File: config.mk
export PLATFORM = sky130hd
export DESIGN_NAME = axil_req_arbiter
export DESIGN_NICKNAME = d
export VERILOG_FILES = /design/src/rtl/axil_req_arbiter.sv
export SDC_FILE = /design/constraint.sdc
export NUM_CORES = 1
export LEC_CHECK = 0
export BUFFER_PORTS_ARGS = -buffer_cell sky130_fd_sc_hd__buf_2
export CORE_ASPECT_RATIO = 1.4
export CORE_UTILIZATION = 45
export DETAILED_ROUTE_END_ITERATION = 8
export MAX_ROUTING_LAYER = met4
export PLACE_DENSITY = 0.88
export SYNTH_ARGS = -nofsm -noshare
export SYNTH_HDL_FRONTEND = slang
export SYNTH_SLANG_ARGS = --single-unit
File: constraint.sdc
create_clock -name ACLK -period 4.15 [get_ports ACLK]
set_input_delay 0.415 -clock ACLK [delete_from_list [all_inputs] [get_ports ACLK]]
set_output_delay 0.415 -clock ACLK [all_outputs]
set_load 0.05 [all_outputs]
File: src/rtl/axil_req_arbiter.sv
// Two-client round-robin arbiter in front of a shared AXI4-Lite master front end.
// Optional busy watchdog enabled by defining ARB_TIMEOUT_EN.
module axil_req_arbiter #(
  parameter int DATA_WIDTH     = 8,
  parameter int ADDR_WIDTH     = 7,
  parameter int TIMEOUT_CYCLES = 64
) (
  input  logic                  ACLK,
  input  logic                  ARESET,
  input  logic                  c0_req,
  input  logic                  c0_we,
  input  logic [ADDR_WIDTH-1:0] c0_addr,
  input  logic [DATA_WIDTH-1:0] c0_wdata,
  output logic                  c0_gnt,
  output logic                  c0_done,
  output logic [DATA_WIDTH-1:0] c0_rdata,
  input  logic                  c1_req,
  input  logic                  c1_we,
  input  logic [ADDR_WIDTH-1:0] c1_addr,
  input  logic [DATA_WIDTH-1:0] c1_wdata,
  output logic                  c1_gnt,
  output logic                  c1_done,
  output logic [DATA_WIDTH-1:0] c1_rdata,
  output logic                  m_write_request,
  output logic                  m_read_request,
  output logic [ADDR_WIDTH-1:0] m_waddr,
  output logic [ADDR_WIDTH-1:0] m_raddr,
  output logic [DATA_WIDTH-1:0] m_wdata,
  input  logic [DATA_WIDTH-1:0] m_rdata,
  input  logic                  m_wdone,
  input  logic                  m_rdone,
  output logic                  busy,
  output logic [7:0]            txn_count,
  output logic                  err,
  output logic [1:0]            dbg_state
);

  typedef enum logic [1:0] {
    S_IDLE = 2'd0,
    S_BUSY = 2'd1,
    S_DONE = 2'd2
  } state_t;

  state_t                state_q, state_d;
  logic                  rr_q, rr_d;
  logic                  owner_q, owner_d;
  logic                  we_q, we_d;
  logic [ADDR_WIDTH-1:0] addr_q, addr_d;
  logic [DATA_WIDTH-1:0] wdata_q, wdata_d;
  logic [DATA_WIDTH-1:0] rdata0_q, rdata0_d;
  logic [DATA_WIDTH-1:0] rdata1_q, rdata1_d;
  logic [7:0]            cnt_q, cnt_d;
  logic                  win1;
  logic                  fin;

`ifdef ARB_TIMEOUT_EN
  localparam int WD_W = $clog2(TIMEOUT_CYCLES + 1);
  logic [WD_W-1:0] wd_q, wd_d;
  logic            to_q, to_d;
`endif

  // c1 wins when it is the only requester or when rr prefers it.
  assign win1 = c1_req & (~c0_req | rr_q);
  assign fin  = we_q ? m_wdone : m_rdone;

  always_comb begin
    state_d  = state_q;
    rr_d     = rr_q;
    owner_d  = owner_q;
    we_d     = we_q;
    addr_d   = addr_q;
    wdata_d  = wdata_q;
    rdata0_d = rdata0_q;
    rdata1_d = rdata1_q;
    cnt_d    = cnt_q;
`ifdef ARB_TIMEOUT_EN
    wd_d     = wd_q;
    to_d     = to_q;
`endif
    case (state_q)
      S_IDLE: begin
        if (c0_req || c1_req) begin
          owner_d = win1;
          we_d    = win1 ? c1_we    : c0_we;
          addr_d  = win1 ? c1_addr  : c0_addr;
          wdata_d = win1 ? c1_wdata : c0_wdata;
          state_d = S_BUSY;
`ifdef ARB_TIMEOUT_EN
          wd_d    = '0;
`endif
        end
      end
      S_BUSY: begin
        if (fin) begin
          state_d = S_DONE;
          cnt_d   = cnt_q + 8'd1;
          rr_d    = ~owner_q;
          if (!we_q) begin
            if (owner_q) rdata1_d = m_rdata;
            else         rdata0_d = m_rdata;
          end
        end
`ifdef ARB_TIMEOUT_EN
        else if (wd_q == WD_W'(TIMEOUT_CYCLES - 1)) begin
          state_d = S_DONE;
          cnt_d   = cnt_q + 8'd1;
          rr_d    = ~owner_q;
          to_d    = 1'b1;
          if (!we_q) begin
            if (owner_q) rdata1_d = '0;
            else         rdata0_d = '0;
          end
        end else begin
          wd_d = wd_q + 1'b1;
        end
`endif
      end
      S_DONE: begin
        state_d = S_IDLE;
`ifdef ARB_TIMEOUT_EN
        to_d    = 1'b0;
`endif
      end
      default: state_d = S_IDLE;
    endcase
  end

  always_ff @(posedge ACLK or posedge ARESET) begin
    if (ARESET) begin
      state_q  <= S_IDLE;
      rr_q     <= 1'b0;
      owner_q  <= 1'b0;
      we_q     <= 1'b0;
      addr_q   <= '0;
      wdata_q  <= '0;
      rdata0_q <= '0;
      rdata1_q <= '0;
      cnt_q    <= '0;
`ifdef ARB_TIMEOUT_EN
      wd_q     <= '0;
      to_q     <= 1'b0;
`endif
    end else begin
      state_q  <= state_d;
      rr_q     <= rr_d;
      owner_q  <= owner_d;
      we_q     <= we_d;
      addr_q   <= addr_d;
      wdata_q  <= wdata_d;
      rdata0_q <= rdata0_d;
      rdata1_q <= rdata1_d;
      cnt_q    <= cnt_d;
`ifdef ARB_TIMEOUT_EN
      wd_q     <= wd_d;
      to_q     <= to_d;
`endif
    end
  end

  // Grant spans BUSY and DONE; owner_q is only meaningful outside IDLE.
  assign busy            = (state_q != S_IDLE);
  assign c0_gnt          = busy & ~owner_q;
  assign c1_gnt          = busy & owner_q;
  assign c0_done         = (state_q == S_DONE) & ~owner_q;
  assign c1_done         = (state_q == S_DONE) & owner_q;
  assign m_write_request = (state_q == S_BUSY) & we_q;
  assign m_read_request  = (state_q == S_BUSY) & ~we_q;
  assign m_waddr         = addr_q;
  assign m_raddr         = addr_q;
  assign m_wdata         = wdata_q;
  assign c0_rdata        = rdata0_q;
  assign c1_rdata        = rdata1_q;
  assign txn_count       = cnt_q;
  assign dbg_state       = state_q;
`ifdef ARB_TIMEOUT_EN
  assign err             = (state_q == S_DONE) & to_q;
`else
  assign err             = 1'b0;
`endif

endmodule

### Word level (Yosys, flattened, before mapping)

Index checks and enable logic that the tools add are counted.

| cells by class | value |
|---|---|
| reductions and logical operators | 8 |
| multiplexer cells | 7 |
| add/sub/neg operators | 1 |
| equal/unequal tests | 4 |
| bitwise logic cells | 11 |

Operators with widths:

| kind | number |
|---|---|
| $add A8 B1 Y8 const B | 1 |
| $mux W8 | 1 |
| $reduce_and A4 Y1 | 2 |
| $and A1 B1 Y1 | 7 |
| $mux W7 | 1 |
| $reduce_and A2 Y1 | 3 |
| $mux W2 | 2 |
| $ne A2 B2 Y1 const B | 2 |
| $pmux W2 S2 | 1 |
| $not A1 Y1 | 3 |
| $eq A2 B1 Y1 const B | 1 |
| $eq A2 B2 Y1 const B | 1 |
| $logic_not A2 Y1 | 1 |
| $mux W1 | 2 |
| $reduce_bool A2 Y1 | 1 |
| $logic_or A1 B1 Y1 | 1 |
| $or A1 B1 Y1 | 1 |

| word-level totals | value |
|---|---|
| logic and storage cells | 40 |
| input port bits | 46 |
| output and inout bits | 56 |
| flip-flop bits (word level) | 44 |

### Depth between registers and ports, before layout

| depth | value |
|---|---|
| depth in word-level cells | 4 |
| depth in mapped cells | 7 |

### Least setup slack after synthesis

No wires, ideal clock.

| timing path | value |
|---|---|
| kind | reg2reg |
| from | reg state_q[0] (netlist: dbg_state[0]) |
| to | reg rdata1_q[0] (netlist: c1_rdata[0]) |
| arrival | 2.256 ns |
| stages on the path, launching flop included | 4 |
| data required time | 4.025 ns |
| slack | 1.770 ns |
| period minus slack after synthesis | 2.380 ns |
| library setup time | 0.125 ns |
| cell sequence | dfrtp_1 > nor3b_2 > nand3_1 > mux2_2 |

| between the ends | value |
|---|---|
| cells in the longest elaborated chain, start to end | 2 |

RTL lines:

| item | line | text |
|---|---|---|
| start, declared | 44 | `state_t state_q, state_d;` |
| start signal, assigned | 144 | `state_q <= state_d;` |
| $eq A2 B1 Y1 | 80 | `case (state_q)` |
| $reduce_and A4 Y1 (no source line) | n/a |  |
| end signal, assigned | 151 | `rdata1_q <= rdata1_d;` |
| end, declared | 51 | `logic [DATA_WIDTH-1:0] rdata1_q, rdata1_d;` |

No other way between the ends.
A chain may end at the register's enable or synchronous reset.

### Worst setup path in the final report

| timing path | value |
|---|---|
| from | reg state_q[1] (netlist: dbg_state[1]) |
| to | out c1_gnt |

| between the ends | value |
|---|---|
| cells in the longest elaborated chain, start to end | 2 |

RTL lines:

| item | line | text |
|---|---|---|
| $reduce_bool A2 Y1 | 161 | `assign busy = (state_q != S_IDLE);` |
| $and A1 B1 Y1 | 163 | `assign c1_gnt = busy & owner_q;` |
| end, declared | 21 | `output logic c1_gnt,` |

No other way between the ends.

==> reports/qor.csv <==
metric,value,unit
status,"finished, final reports clean",
vias,1786,
seq_area_frac_synth,0.532,
grtUsageTotal,0.210,
cts_buffer_depth,2,
syn_inst,194,
gr-total-overflow,0,
antenna_cells,0,
drc,0,
cts_max_level,2,
fin_area,2600,um^2
antenna_found_initial,0,
wl,4750,um
dieArea,4880,um^2
critPathLaunchType,flip-flop,
avgSynthCellArea,10.7,um^2
crit_path_end_kind,output port,
cts_hold_repair.buffers,0,
worst_slack,1.54,ns
placed_cell_area,2520,um^2
grt_max_degree,45,
path_cells,nor2_1 > inv_1 > and2_1 > buf_2,
setup_viol,0,
tightest_slew,1.16,ns
required,3.73,ns
grt_pass1_wl,7390,um
post_drt_wl_per_cell,14.0,um
cts_inserted_buffers,5,
setup_tns,0,ns
rsz0062_at_grt,false,
final_common_cell,buf_2,
rows,28,
slew_headroom,0.222,
min_period,2.61,ns
pre_cts_ws,1.88,ns
area_delta_synth_final,25.5,%
clk_pin_slew,0.08,ns
ys_types,34,
drv_cap,0,
cp_max_fo,21,
cts_sinks,44,
core_area,4310,um^2
r2r_start,dbg_state[1],
drtPass1Iterations,4,
final_cell_mix,"buf_2 (100), dfrtp_1 (44), nand3_1 (19)",
die_h,82.2,um
die_w,59.3,um
r2r.worst_path.cells,3,
synth_nets,241,
hold_path_class,input port to async pin,
arrival,2.20,ns
period_share,0.629,
port_buffers,100,
postCtsSetupRepairBufs,0,
via_per_inst,5.27,
gp_congestion,0.803,
startpoint,dbg_state[1],
crit_slowest_cell,nor2_1,
detail-route-antenna-nets,0,
rrSetupSlack,1.89,ns
cts_root_buffer,clkbuf_8,
cts_tree,built,
clock_latency,0.29,ns
synth-seq-cells,44,
grt_pass1_vias,1599,
finClkSkew,0.00575,ns
critPathMaxStageDelay,0.91,ns
io_pins,102,
drv_slew,0,
layout.nets,326,
drive_gt1_frac,0.423,
dpl.hpwl,3700,um
path_class,flip-flop to output port,
first_iter_violations,45,
hold_viol,0,
initial_utilization,0.480,
yosysWarnings,0,
synth_area,2070,um^2
clock.fmax,383,MHz
cts-resized-gates,0,
[Yosys cell counts]
master,n,area (um^2)
buf_2,4,20.0
conb_1,1,3.75
mux2i_1,1,10.0
nor3b_2,1,12.5
dfrtp_1,44,1100
a21oi_1,16,80.1
and2_1,2,12.5
nor3_1,2,10.0
nand2b_1,2,12.5
xor2_1,3,26.3
nand3b_1,1,7.51
nor3b_1,1,7.51
a31oi_1,16,100
nor2b_1,1,6.26
nand2_1,2,7.51
or2_1,1,6.26
o31ai_1,1,7.51
nand3_1,19,95.1
and4b_1,1,10.0
mux2_2,10,113
buf_4,8,60.1
and3b_1,2,17.5
inv_1,5,18.8
ha_1,1,12.5
xnor2_1,4,35.0
nand4_1,1,6.26
nor2_1,5,18.8
a32o_1,1,10.0
or4b_1,1,10.0
and3_1,1,6.26
mux2_1,8,90.1
o21ai_0,18,90.1
buf_6,1,11.3
clkbuf_1,9,33.8
[metal layers]
metal	GRT usage	vias up	wire length, um	share of wire
met5	-	-	0	0
met4	0.0976	0	70	0.015
met3	0.0265	6	232	0.049
met2	0.358	77	2560	0.54
met1	0.243	843	1890	0.40
li1	-	860	-	-
[cell type report]
class                   count  area [um^2]
inverters                   5         18.8
clock buffers               6         72.6
multi-input cells         123          825
clock inverters             1         5.00
fillers                   381         1710
flip-flops and latches     44         1100
well taps                  60         75.1
repair buffers            100          500
[cell families after synthesis]
group | count (synthesis) | synth area share
AOI/OAI and AO/OA | 52 | 0.139
xor gates and xnor gates | 7 | 0.0296
adders and majority gates | 1 | 0.00604
buffers and inverters | 27 | 0.0695
DFF | 44 | 0.532
muxes | 19 | 0.103
other | 1 | 0.00181
and+or+nand+nor | 43 | 0.119
[sequential cells by signal, summed over array words and instances (netlist names)]
signal	cells
we_q	1
txn_count	8
c0_rdata	8
rr_q	1
c1_rdata	8
dbg_state	2
m_wdata	8
m_raddr	7
owner_q	1
[worst max-delay path: cells and delay by family, from the launching register on]
family / cells / cell delay, ns
AND/OR/NAND/NOR: 2 / 1.12
flip-flops: 1 / 0.45
buffers and inverters: 2 / 0.35
[path summary, 6_finish.rpt]
| path | endpoint |
|---|---|
| worst min register to register | c0_rdata[4] |
| worst max-delay path | c1_gnt |
| max in group asynchronous | c1_rdata[6] |
| min in group ACLK | c0_rdata[0] |
| worst min-delay path | m_raddr[0] |
| worst max register to register | m_raddr[6] |
[through the flow]
step | instances | hold WS (ns) | utilization
4_1_cts | 339 | 0.340 | 0.603
6_report | 339 | 0.304 | 0.603
3_5_place_dp | 332 | 0.471 | 0.585
3_3_place_gp | 332 | 0.456 | 0.585
5_1_grt | 339 | 0.356 | 0.603
2_1_floorplan | 194 | 0.490 | -
Power is not shown: default switching activity piles up to over one toggle a cycle in this logic, so the estimate is an artifact.
